[config.mk]
export PLATFORM = sky130hd
export DESIGN_NAME = sn74ls867
export DESIGN_NICKNAME = d
export VERILOG_FILES = /design/src/rtl/sn74ls867.sv
export SDC_FILE = /design/constraint.sdc
export NUM_CORES = 1
export LEC_CHECK = 0
export ABC_AREA = 1
export CAP_MARGIN = 25
export CORE_UTILIZATION = 45
export CTS_BUF_LIST = sky130_fd_sc_hd__clkbuf_16
export CTS_CLUSTER_DIAMETER = 60
export DETAILED_ROUTE_END_ITERATION = 10
export GPL_TIMING_DRIVEN = 0
export PLACE_DENSITY = 0.76
export SLEW_MARGIN = 20
export SYNTH_ARGS = -nofsm -noshare
export SYNTH_HDL_FRONTEND = slang
export SYNTH_SLANG_ARGS = --single-unit
[constraint.sdc]
create_clock -name clk -period 1.6 [get_ports clk]
set_input_delay 0.32 -clock clk [delete_from_list [all_inputs] [get_ports clk]]
set_output_delay 0.32 -clock clk [all_outputs]
set_load 0.01 [all_outputs]
[src/rtl/sn74ls867.sv]
// rtl/sn74ls867.sv - WIDTH-bit synchronous up/down presettable counter with async clear and cascadable enables
// Optional output delay modelling is enabled by defining SN74LS867_DELAY_EN.
module sn74ls867 #(
    parameter int WIDTH = 8
) (
    input  logic             clk,
    input  logic             clr,
    input  logic             s1,
    input  logic             s0,
    input  logic             enp_n,
    input  logic             ent_n,
    input  logic [WIDTH-1:0] d,
    output logic [WIDTH-1:0] q,
    output logic             rco_n
);

    localparam logic [1:0]       MODE_HOLD = 2'b00;
    localparam logic [1:0]       MODE_DOWN = 2'b01;
    localparam logic [1:0]       MODE_LOAD = 2'b10;
    localparam logic [1:0]       MODE_UP   = 2'b11;
    localparam logic [WIDTH-1:0] ALL_ONES  = {WIDTH{1'b1}};
    localparam logic [WIDTH-1:0] ALL_ZERO  = {WIDTH{1'b0}};
    localparam logic [WIDTH-1:0] ONE       = {{(WIDTH-1){1'b0}}, 1'b1};

    logic [WIDTH-1:0] q_q;
    logic [WIDTH-1:0] q_d;
    logic [1:0]       mode;
    logic             count_en;
    logic             rco_n_d;

    assign mode     = {s1, s0};
    assign count_en = ~enp_n & ~ent_n;

    // Unknown mode select falls through to default and poisons the state.
    always_comb begin
        q_d = q_q;
        case (mode)
            MODE_HOLD: q_d = q_q;
            MODE_DOWN: if (count_en) q_d = q_q - ONE;
            MODE_LOAD: q_d = d;
            MODE_UP:   if (count_en) q_d = q_q + ONE;
            default:   q_d = {WIDTH{1'bx}};
        endcase
    end

    always_ff @(posedge clk or negedge clr) begin
        if (!clr) begin
            q_q <= ALL_ZERO;
        end else begin
            q_q <= q_d;
        end
    end

    // Terminal count is gated only by ent_n so a chain ripples through T enables.
    always_comb begin
        rco_n_d = 1'b1;
        if (!ent_n) begin
            if ((mode == MODE_UP) && (q_q == ALL_ONES)) begin
                rco_n_d = 1'b0;
            end
            if ((mode == MODE_DOWN) && (q_q == ALL_ZERO)) begin
                rco_n_d = 1'b0;
            end
        end
    end

`ifdef SN74LS867_DELAY_EN
    logic [WIDTH-1:0] q_clk_dly;
    logic             clr_dly;
    logic             rco_n_dly;

    assign #18 q_clk_dly = q_q;
    assign #25 clr_dly   = clr;
    assign #20 rco_n_dly = rco_n_d;

    assign q     = clr_dly ? q_clk_dly : ALL_ZERO;
    assign rco_n = rco_n_dly;
`else
    assign q     = q_q;
    assign rco_n = rco_n_d;
`endif

endmodule

==> metrics.txt, run 1 <==
outcome=finished, violations left; failing checks=negative setup slack; drt via density=5.28; final setup violation count=2; I/O pin cnt=23; worst clock skew=0.00405 ns; max-cap violations=0; final slew viol count=0; GRT Total Usage=28.4%; Worst-Margin Slew=0.394 ns; power per cell area=1550 nW/um^2; TritonCTS clock tree=done; CP max stage cell=dfrtp_2; clk slew on worst S/H paths=0.04 ns; worst skew pair latency=0.24 ns; clock sinks=8; worst reg2reg startpoint=q[3]; post-synthesis cell type count=24; vias in the first global route=925; CP Data Required Time=1.28 ns; Antenna diodes=0; Syn Nets=146; CP Launch Type=register; Final #Nets=178; CTS buffer count=3; Initial Util=51.0%; Gate Count Post-Synth=124; element type at the critical path end=output pin; fin crit share=103%; Finished Layout Cells=178; first-pass GRT wire length=4080 um; Main synth FF type=dfrtp_1; fmax=604 MHz; internal reg-to-reg setup slack=-0.03 ns; Final WS setup=-0.0555 ns; hold_buf cts=0; peak supply drop=1020 uV; CP Capture Point=rco_n; syn avg cell area=6.56 um^2; Overflow after GRT=0; CTS Root Cell=clkbuf_16; WL per Instance=14.4 um; Largest register FFs=8; RePlAce Congestion=0.824; Residual DRC=0; antenna-violating nets left=0; post-synthesis sequential area ratio=24.6%; min cycle time layout=1.66 ns; # rows=14; Final Hold Fails=0; Cell Area, Placed=1060 um^2; reg2reg end=q[7]; number of buffers added on ports=22; unrepaired setup endpoints after global routing=true; DIE AREA=1980 um^2; Mapped Area=813 um^2; reg2reg path depth=9; Rel. slew slack=73.7%; fraction of layout cells with a size suffix above 1=24.7%; critical-path cell list=inv_1 > nor3_2 > nand3_1 > o21ai_1 > nand2_1 > buf_2; WP data arrival=1.34 ns; slowest stage delay, CP=0.39 ns; DR iter-0 viols=35; Critical path buffers and inverters=2; P&R area growth vs syn=58.8%; drt first pass iters=4; placed cells=170; CP Depth=6; post-route cell area=1290 um^2; Synth Warn #=0; H-tree depth=1; Top Family by Delay on Critical Path=flip-flops; initial antenna violation count=0; routed vias=939; DP HPWL=1610 um; Detailed Route WL=2560 um; Die X=44.5 um; Worst setup startpoint=q[0]; Async S/R FF share, synth=100%; clock tree buffer depth=2; Core ar.=1590 um^2; Die Height=44.5 um; EDFF count, synth=0; Pwr Total=2.01 mW; critical path class=reg2out; Seq cells post-synth=8; worst hold path class=in2async; Lkg Pwr=0.639 nW; largest net degree at the start of global routing=11; largest fanout on the critical path=3
[layout by cell type, fill, tap and decap left out, drive strengths merged]
cell / synthesis / routed
nor2: 15 / 15
dlymetal6s2s: 0 / 2
nand2: 39 / 39
clkdlybuf4s50: 0 / 16
clkbuf: 0 / 3
inv: 19 / 19
o211ai: 1 / 1
nor3: 2 / 2
fa: 1 / 1
xor2: 1 / 1
clkdlybuf4s15: 0 / 2
ha: 7 / 7
a31oi: 1 / 1
o21ai: 4 / 4
a21oi: 6 / 6
nand4: 1 / 1
dfrtp: 8 / 8
nor4: 2 / 2
nand3b: 1 / 1
nand3: 15 / 15
buf: 1 / 7
dlygate4sd2: 0 / 1
[cells by family (layout without fill, tap and decap cells)]
| group | count (synthesis) | in the layout | synth area share (%) |
|---|---|---|---|
| and+or+nand+nor | 75 | 75 | 42.6 |
| buffers and inverters | 20 | 50 | 10.0 |
| xor gates and xnor gates | 1 | 1 | 1.08 |
| AOI/OAI and AO/OA | 12 | 12 | 8.46 |
| adders and majority gates | 8 | 8 | 13.2 |
| DFF | 8 | 8 | 24.6 |
[synth_stat cells (2+ instances only)]
cell      n  share of area [%]
dfrtp_1   8                 25
o21ai_1   3                1.8
nor4_1    2                1.5
nand2_1  38                 18
inv_1    16                7.4
ha_1      7                 11
a21oi_1   6                3.7
inv_2     2               0.92
nand3_1  15                9.2
nor2_1   13                6.0
[area by class of cell]
class / count / area, um^2
multi-input combinational: 96 / 627
fill: 113 / 303
timing repair buffer: 27 / 270
sequential: 8 / 208
inverter: 19 / 76.3
clock buffer: 3 / 75.1
tap: 24 / 30.0
buffer: 1 / 5.00
[where the power goes]
group / leakage [nW] / internal, mW / total (mW) / switching [mW]
Clock: 0.0370 / 0.323 / 0.427 / 0.105
Sequential: 0.0885 / 0.292 / 0.424 / 0.132
Combinational: 0.514 / 0.540 / 1.15 / 0.613
Total: 0.639 / 1.16 / 2.01 / 0.850
[metrics by stage]
stage | setup slack, ns | hold slack (ns) | setup TNS, ns | utilization [%]
detailed placement | -0.837 | 0.569 | -5.09 | 66.7
floorplan | 0.0398 | 0.0244 | 0 | -
global route | -0.148 | 0.409 | -0.538 | 81.0
finish | -0.0555 | 0.377 | -0.103 | 81.0
global placement | -0.818 | 0.551 | -4.79 | 66.7
CTS | -0.0338 | 0.392 | -0.0338 | 77.9
[worst min-delay path by stage]
stage	from	end	cells past startpoint
after detailed placement	q[7]	q[7]	2
after global routing	clr	q[7]	1
after floorplan	clr	q[0]	0
after global placement	q[7]	q[7]	2
final	clr	q[7]	1
after CTS	clr	q[7]	1
[metal layers]
layer  wire length (um)  track usage [%]  up-vias  share of wire (%)
met2               1290             49.7       32                 50
met3                143             4.08        6                5.6
met1               1080             34.8      437                 42
met4                 51             11.5        0                2.0
li1                   -                -      464                  -
met5                  0                0        -                  0
[repair_timing]
| action | in CTS | in global routing |
|---|---|---|
| pin swaps | 4 | 2 |
| buffers inserted | 4 | 1 |
| setup endpoints to repair | 9 | 7 |
| gates resized for setup | 25 | 10 |
No activity file was read; power rests on OpenSTA's default activity.
==> run 2, diff against run 1 <==
- CORE_UTILIZATION: 45 -> 27
- CTS_CLUSTER_SIZE: default -> 24
- PLACE_DENSITY: 0.76 -> default
==> run 2 against run 1 <==
Against the previous run:
- the flow still finishes with violations (negative setup slack)
- non-clock buffer count rose by 6
- clock-buffer cell count did not move
- largest power group unchanged
- routed wire length fell by 6.5%
- fmax fell by 0.49%
- die area rose by 63%
- worst setup slack got worse by 0.0081 ns
- critical endpoint unchanged
- critical path depth fell by 1
- final area rose by 4.2%
- clock power fell by 1%
- hold slack got worse by 0.0034 ns
- sequential cell count did not move
- utilization fell by 33 points
==> metrics.txt, run 2 (same netlist as run 1, synthesis figures left out) <==
outcome=finished, violations left; failing checks=negative setup slack; Initial Util=29.0%; DIE AREA=3240 um^2; worst skew pair latency=0.23 ns; worst clock skew=0.00199 ns; CTS buffer count=3; vias in the first global route=925; H-tree depth=1; max-cap violations=0; GRT Total Usage=16.0%; Pwr Total=2.10 mW; min cycle time layout=1.66 ns; critical-path cell list=nor4_4 > nand3_1 > o21ai_1 > nand2_1 > buf_2; Antenna diodes=0; Critical path buffers and inverters=1; number of buffers added on ports=22; Fin Setup TNS=-0.0842 ns; largest net degree at the start of global routing=11; critical path class=reg2out; P&R area growth vs syn=65.4%; fmax=601 MHz; clock tree buffer depth=2; antenna-violating nets left=0; WL per Instance=12.5 um; Overflow after GRT=0; Largest register FFs=8; initial antenna violation count=0; Die X=56.9 um; routed vias=916; DP HPWL=1640 um; power per cell area=1560 nW/um^2; Rel. slew slack=74.9%; CTS Root Cell=clkbuf_16; WP data arrival=1.34 ns; # rows=19; Top Family by Delay on Critical Path=simple AND/OR/NAND/NOR gates; fraction of layout cells with a size suffix above 1=29.4%; fin crit share=104%; CP max stage cell=dfrtp_2; internal reg-to-reg setup slack=-0.02 ns; I/O pin cnt=23; dpl ws=-0.849 ns; drt first pass iters=2; worst hold path class=in2async; unrepaired setup endpoints after global routing=true; Final WS setup=-0.0637 ns; Final #Nets=184; TritonCTS clock tree=done; reg2reg end=q[7]; Lkg Pwr=0.667 nW; DR iter-0 viols=21; largest fanout on the critical path=2; Worst-Margin Slew=0.375 ns; commonest non-fill, non-tap cell in the layout=nand2_1; peak supply drop=884 uV; Final Hold Fails=0; element type at the critical path end=output pin; CP Data Required Time=1.28 ns; Core ar.=2810 um^2; CP Launch Type=register; RePlAce Congestion=0.782; most frequent cells in the layout=nand2_1 (32), inv_1 (16), clkdlybuf4s50_1 (15); Residual DRC=0; Die Height=56.9 um; drt via density=4.80; final setup violation count=2; slowest stage delay, CP=0.41 ns; Detailed Route WL=2400 um; clk slew on worst S/H paths=0.04 ns; reg2reg path depth=10; Layout Utilization=47.9%; worst reg2reg startpoint=q[3]; final slew viol count=0; first-pass GRT wire length=3980 um; clock sinks=8
[run 2: cell count changes in the layout (fill, tap and decap cells not counted), moves of 2 or more]
cell	previous run	this run
nand2_1	35	32
nand2_2	2	6
buf_6	0	2
buf_4	4	8
[run 2: area by class of cell]
| class | instances | area, um^2 |
|---|---|---|
| Timing Repair Buffer | 33 | 312 |
| Buffer | 1 | 5.00 |
| Inverter | 19 | 76.3 |
| Clock buffer | 3 | 75.1 |
| Tap cell | 31 | 38.8 |
| Sequential cell | 8 | 206 |
| Multi-Input combinational cell | 96 | 632 |
| Fill cell | 271 | 1460 |
[run 2: per-stage QoR]
stage	instances	hold slack (ns)	instance area [um^2]
4_1_cts	188	0.379	1300
2_1_floorplan	124	0.0244	813
5_1_grt	191	0.393	1350
3_3_place_gp	177	0.566	1070
6_report	191	0.374	1350
3_5_place_dp	177	0.583	1070
[run 2: timing repair]
action	4_1_cts	5_1_grt
setup buffers	8	3
resized for setup	30	12
pin swaps	4	6
hold buffers	0	0
endpoints found under the setup margin	10	9
[run 2: worst register-to-register path: stages (launching register included)]
cell and delay [ns]:
dfrtp_1 0.41, buf_6 0.14, buf_4 0.13, ha_4 0.27, nand2_2 0.05, nor2_1 0.11
nand3_1 0.11, nand3_1 0.09, nand3_1 0.07, nand2_1 0.07, nand2_1 0.05
[run 2: worst max path at each step]
| stage | from | end | slack, ns | cells past startpoint |
|---|---|---|---|---|
| 2_1_floorplan | s0 | q[6] | 0.04 | 10 |
| 3_3_place_gp | s1 | rco_n | -0.86 | 7 |
| 3_5_place_dp | s1 | rco_n | -0.85 | 7 |
| 4_1_cts | q[6] | rco_n | -0.08 | 5 |
| 5_1_grt | q[3] | q[7] | -0.13 | 10 |
| 6_report | q[4] | rco_n | -0.06 | 5 |
[run 2: report_power, final]
group | total (mW) | switching, mW | internal [mW]
registers | 0.420 | 0.130 | 0.291
clock network | 0.422 | 0.0994 | 0.322
logic | 1.26 | 0.634 | 0.622
[run 2: layer usage]
metal / vias to the layer above / routed length [um] / GRT usage (%)
li1: 476 / - / -
met2: 18 / 1190 / 29.7
met1: 418 / 1100 / 18.9
met3: 4 / 84 / 3.69
met5: - / 0 / 0
met4: 0 / 16 / 2.09
